==> config.mk <==
export PLATFORM = sky130hd
export DESIGN_NAME = seg7_scan_decoder
export DESIGN_NICKNAME = d
export VERILOG_FILES = /design/src/rtl/seg7_pkg.sv /design/src/rtl/seg7_to_nibble.sv /design/src/rtl/seg7_scan_decoder.sv
export SDC_FILE = /design/constraint.sdc
export NUM_CORES = 1
export LEC_CHECK = 0
export BUFFER_PORTS_ARGS = -buffer_cell sky130_fd_sc_hd__buf_4
export CAP_MARGIN = 10
export CORE_MARGIN = 2
export CORE_UTILIZATION = 55
export DETAILED_ROUTE_END_ITERATION = 12
export MAX_ROUTING_LAYER = met4
export PLACE_DENSITY = 0.89
export SLEW_MARGIN = 20
export SYNTH_ARGS = -nofsm -noshare
export SYNTH_HDL_FRONTEND = slang
export SYNTH_SLANG_ARGS = --single-unit
==> constraint.sdc <==
create_clock -name clk -period 2.4 [get_ports clk]
set_input_delay 0.6 -clock clk [delete_from_list [all_inputs] [get_ports clk]]
set_output_delay 0.6 -clock clk [all_outputs]
set_load 0.02 [all_outputs]
==> src/rtl/seg7_pkg.sv <==
// Shared constants and types for the seven-segment scan decoder.
// Patterns are active-high, bit6=a .. bit0=g.
package seg7_pkg;

    typedef enum logic [1:0] {
        HEX,
        BLANK,
        ILLEGAL
    } seg_kind_e;

    localparam logic [6:0] SEG_BLANK = 7'h00;

    localparam logic [6:0] SEG_HEX [16] = '{
        7'h7E, 7'h30, 7'h6D, 7'h79,
        7'h33, 7'h5B, 7'h5F, 7'h70,
        7'h7F, 7'h7B, 7'h77, 7'h1F,
        7'h4E, 7'h3D, 7'h4F, 7'h47
    };

    localparam int CNT_W = 8;

endpackage

==> src/rtl/seg7_to_nibble.sv <==
// Combinational lookup from an active-high segment pattern
// to a hex nibble plus a hex/blank/illegal classification.
module seg7_to_nibble
    import seg7_pkg::*;
(
    input  logic [6:0] p,
    output logic [3:0] nibble,
    output seg_kind_e  kind
);

    always_comb begin
        nibble = 4'h0;
        kind   = (p == SEG_BLANK) ? BLANK : ILLEGAL;
        for (int i = 0; i < 16; i++) begin
            if (p == SEG_HEX[i]) begin
                nibble = 4'(i);
                kind   = HEX;
            end
        end
    end

endmodule

==> src/rtl/seg7_scan_decoder.sv <==
// Reads back a scanned active-low 7-seg bus: debounces each digit's
// pattern, decodes it and keeps per-digit value/valid/bad state.
module seg7_scan_decoder
    import seg7_pkg::*;
#(
    parameter int DIGITS        = 4,
    parameter int STABLE_CYCLES = 4
) (
    input  logic                  clk,
    input  logic                  rst,
    input  logic [6:0]            seg_n,
    input  logic [DIGITS-1:0]     dig_n,
    output logic [4*DIGITS-1:0]   value,
    output logic [DIGITS-1:0]     valid,
    output logic [DIGITS-1:0]     bad,
    output logic                  update,
    output logic [2:0]            upd_idx,
    output logic                  frame_done
);

    localparam logic [CNT_W-1:0] ST = CNT_W'(STABLE_CYCLES);

    logic [6:0]        seg_q;
    logic [DIGITS-1:0] dig_q;
    logic [CNT_W-1:0]  cnt;
    logic [CNT_W-1:0]  cnt_nxt;
    logic              cap_q;
    logic              cap_nxt;
    logic [DIGITS-1:0] seen;
    logic [DIGITS-1:0] seen_nxt;
    logic [DIGITS-1:0] sel;
    logic [DIGITS-1:0] sel_q;
    logic              legal;
    logic              same;
    logic [3:0]        nibble;
    seg_kind_e         kind;

    assign sel   = ~dig_n;
    assign sel_q = ~dig_q;
    assign legal = (sel != '0) && ((sel & (sel - 1'b1)) == '0);
    assign same  = ({seg_n, dig_n} == {seg_q, dig_q});

    // Capture only on the transition into ST, so a held pair fires once.
    always_comb begin
        cnt_nxt = '0;
        cap_nxt = 1'b0;
        if (legal) begin
            if (!same)
                cnt_nxt = CNT_W'(1);
            else if (cnt >= ST)
                cnt_nxt = ST;
            else
                cnt_nxt = cnt + 1'b1;
            cap_nxt = (cnt_nxt == ST) && !(same && cnt == ST);
        end
    end

    always_ff @(posedge clk or posedge rst) begin
        if (rst) begin
            seg_q <= '0;
            dig_q <= '0;
            cnt   <= '0;
            cap_q <= 1'b0;
        end else begin
            seg_q <= seg_n;
            dig_q <= dig_n;
            cnt   <= cnt_nxt;
            cap_q <= cap_nxt;
        end
    end

    seg7_to_nibble u_dec (
        .p      (~seg_q),
        .nibble (nibble),
        .kind   (kind)
    );

    assign seen_nxt = seen | sel_q;

    // The sample register still holds the captured pair one edge later.
    always_ff @(posedge clk or posedge rst) begin
        if (rst) begin
            value      <= '0;
            valid      <= '0;
            bad        <= '0;
            update     <= 1'b0;
            upd_idx    <= '0;
            frame_done <= 1'b0;
            seen       <= '0;
        end else begin
            update     <= cap_q;
            frame_done <= 1'b0;
            if (cap_q) begin
                for (int i = 0; i < DIGITS; i++) begin
                    if (sel_q[i]) begin
                        upd_idx <= 3'(i);
                        unique case (kind)
                            HEX: begin
                                value[4*i +: 4] <= nibble;
                                valid[i]        <= 1'b1;
                                bad[i]          <= 1'b0;
                            end
                            BLANK: begin
                                value[4*i +: 4] <= 4'h0;
                                valid[i]        <= 1'b0;
                                bad[i]          <= 1'b0;
                            end
                            default: begin
                                valid[i] <= 1'b0;
                                bad[i]   <= 1'b1;
                            end
                        endcase
                    end
                end
                if (&seen_nxt) begin
                    seen       <= '0;
                    frame_done <= 1'b1;
                end else begin
                    seen <= seen_nxt;
                end
            end
        end
    end

endmodule
==> reports/metrics.cfg <==
[global_route]
antenna_found_initial = 0
grt.total_usage_pct = 24.1
grt_max_degree = 53
first_global_vias = 1952
overflow = 0
grt_pass1_wl_mm = 9.08

[yosys]
ys_ff_latch = 52
synthAdderAreaFrac_pct = 1.03
synth_compound_area_share_pct = 17.6
yosysSeqAreaShare_pct = 53.7
synth_warnings = 0
synthDistinctLibCells = 49
synthSimpleGateAreaFrac_pct = 17.6
synth.mux.area_fraction_pct = 0.879
synthTopCellsByArea = dfrtp_1 (54%), xnor2_1 (4.3%), nor2_1 (3.4%), nand2_1 (2.8%), o21ai_0 (2.3%)
yosysTopAreaCell = dfrtp_1
synth-xor-area-share_pct = 5.06
synth_top_family_by_area = simple AND/OR/NAND/NOR gates
syn_inst = 229
synth_edf_count = 0
syn_area_sq_um = 2420
synthArstFlopShare_pct = 100
synth_top_area_share_pct = 53.7
synth_flop_cell = dfrtp_1
syn_area_per_cell_sq_um = 10.6

[route]
routed_via_density = 5.99
wire_per_inst_microns = 16.4
drt_iter0_drc = 155
routed_wl_mm = 5.42
ant_nets = 0
route.detailed.drc = 0
first_pass_iters = 4
vias = 1982

[clocking]
cts.reportedPaths.clkPinSlew_ns = 0.09
clkLatencyLatePin_ns = 0.31
root_buffer = clkbuf_8
cts_buffers = 5
tritoncts = done
cts.sinks = 52
cts_buffer_depth = 2
h-tree-depth = 2

[floorplan]
die_w_microns = 70.3
fp-row-count = 24
initial_core_util_pct = 56.4
core_region_area_sq_um = 4290
die_height_microns = 70.3
pin_count = 42
die-area_sq_um = 4950

[placed_design]
gp_congestion = 0.908
dpl_worst_slack_ns = 0.210
hpwlAfterDp_mm = 3.98
io_buffers = 40

[status]
outcome = completed

[worst_setup_path]
critPathArrivalTime_ns = 2.42
crit_required_ns = 2.58
rrSetupSlack_ns = 0.17
startpoint_type = register
worstReg2RegStart = seg_q[1]
rr_worst_depth = 5
crit_path_end_kind = register
crit_type = reg2reg
max_stage_delay_ns = 0.54
crit_slowest_cell = dfrtp_1
r2r-end = value[9]
path_max_fanout = 14
crit_chain = or4_4 > a2111oi_4 > nor3_2 > a31oi_1 > a2bb2oi_1

[pwr]
ir_drop_uv = 550
pwr_density_cell_nw_per_um2 = 531
p_leak_uw = 0.00136

[finish]
layout_commonest_cell = dfrtp_1
fin_util_pct = 67.8
synthToLayoutAreaGrowth_pct = 20.3
final_cell_mix = dfrtp_1 (52), buf_4 (46), nor2_1 (21)
drive_gt1_share_pct = 22.9
fin_nets = 293
diodes = 0

[timing]
final-hold-violation-count = 0
grt_setup_unrepaired = false
setup_viol = 0
fmax_mhz = 448
relSlewSlack_pct = 62.1
final.setup_skew_ns = 0.0120
drv_slew = 0
fin_crit_ns = 2.23
tns_ns = 0
fin_crit_sh_pct = 93.0
worst_pin_slew_ns = 0.561
worst_slack_ns = 0.168
holdWs_ns = 0.327

[run]
drv_cap = 0

[worst_hold_path]
holdCritPathClass = in2async

sequential cells by signal (all words and copies together), names as in the netlist:
register,flops
cnt,8
frame_done,1
bad,4
value,16
valid,4
cap_q,1
update,1
seen,4
upd_idx,2
seg_q,7
dig_q,4
per-stage QoR:
| step | cell area (sq um) | power, uW | cells |
|---|---|---|---|
| 6_report | 2910 | 1550 | 331 |
| 3_5_place_dp | 2820 | 1090 | 323 |
| 3_3_place_gp | 2820 | 1080 | 323 |
| 4_1_cts | 2910 | 1560 | 331 |
| 5_1_grt | 2910 | 1610 | 331 |
| 2_1_floorplan | 2440 | 1030 | 234 |
synthesized netlist by cell type (all sizes together), types with 3 or more instances:
library cell and count:
a2bb2oi 4, nor2 22, nor4bb 3, o22ai 6
nor3 8, xnor2 12, a21oi 7, buf 9
o31ai 4, nand4 3, inv 12, o2bb2ai 4
o22a 4, a31oi 5, o21ai 12, nor4b 3
nand2 18, nand3 5, dfrtp 52
repair_timing:
item	4_1_cts	5_1_grt
hold buffers	0	0
endpoints found under the setup margin	0	4
buffers inserted	0	0
gates resized for setup	0	2
cell families (layout without fill, tap and decap cells):
kind of cell | Yosys count | after routing
buffers and inverters | 22 | 67
other | 1 | 6
adders and majority gates | 2 | 2
muxes | 2 | 2
and+or+nand+nor | 78 | 78
DFF | 52 | 52
xor gates and xnor gates | 14 | 14
AOI/OAI and AO/OA | 58 | 58
critical path, delay by kind of cell (launching register included):
family             cells  cell delay, ns
and+or+nand+nor        2            0.65
AOI/OAI and AO/OA      3            0.91
DFF                    1            0.54
final cells by class:
| class | count | area (sq um) |
|---|---|---|
| fillers | 337 | 1380 |
| flip-flops and latches | 52 | 1300 |
| multi-input cells | 160 | 1050 |
| repair buffers | 47 | 365 |
| clock buffers | 7 | 76.3 |
| well taps | 52 | 65.1 |
| inverters | 12 | 45.0 |
| clock inverters | 1 | 8.76 |
how the worst max path moves through the flow:
stage,end,from,cells after the start,slack (ns)
floorplan,value[13],seg_q[2],5,0.47
global placement,value[9],seg_q[1],5,0.27
detailed placement,value[5],seg_q[1],5,0.21
CTS,value[5],seg_q[1],5,0.20
global route,value[1],seg_q[1],5,0.03
finish,value[9],seg_q[1],5,0.17
layer usage:
layer  GRT usage, %  vias up  wire, microns
met5              -        -              0
met4           11.1        0            123
met3           5.63       14            304
met2           37.3       74           2790
met1           30.0      979           2210
li1               -      915              -
power by group:
| part | internal (uW) | switching (uW) | leakage [uW] |
|---|---|---|---|
| sequential | 893 | 23.6 | 0.000684 |
| combinational | 67.8 | 87.3 | 0.000630 |
| clock | 208 | 267 | 0.0000424 |
Power figures use the tool's default switching activity.
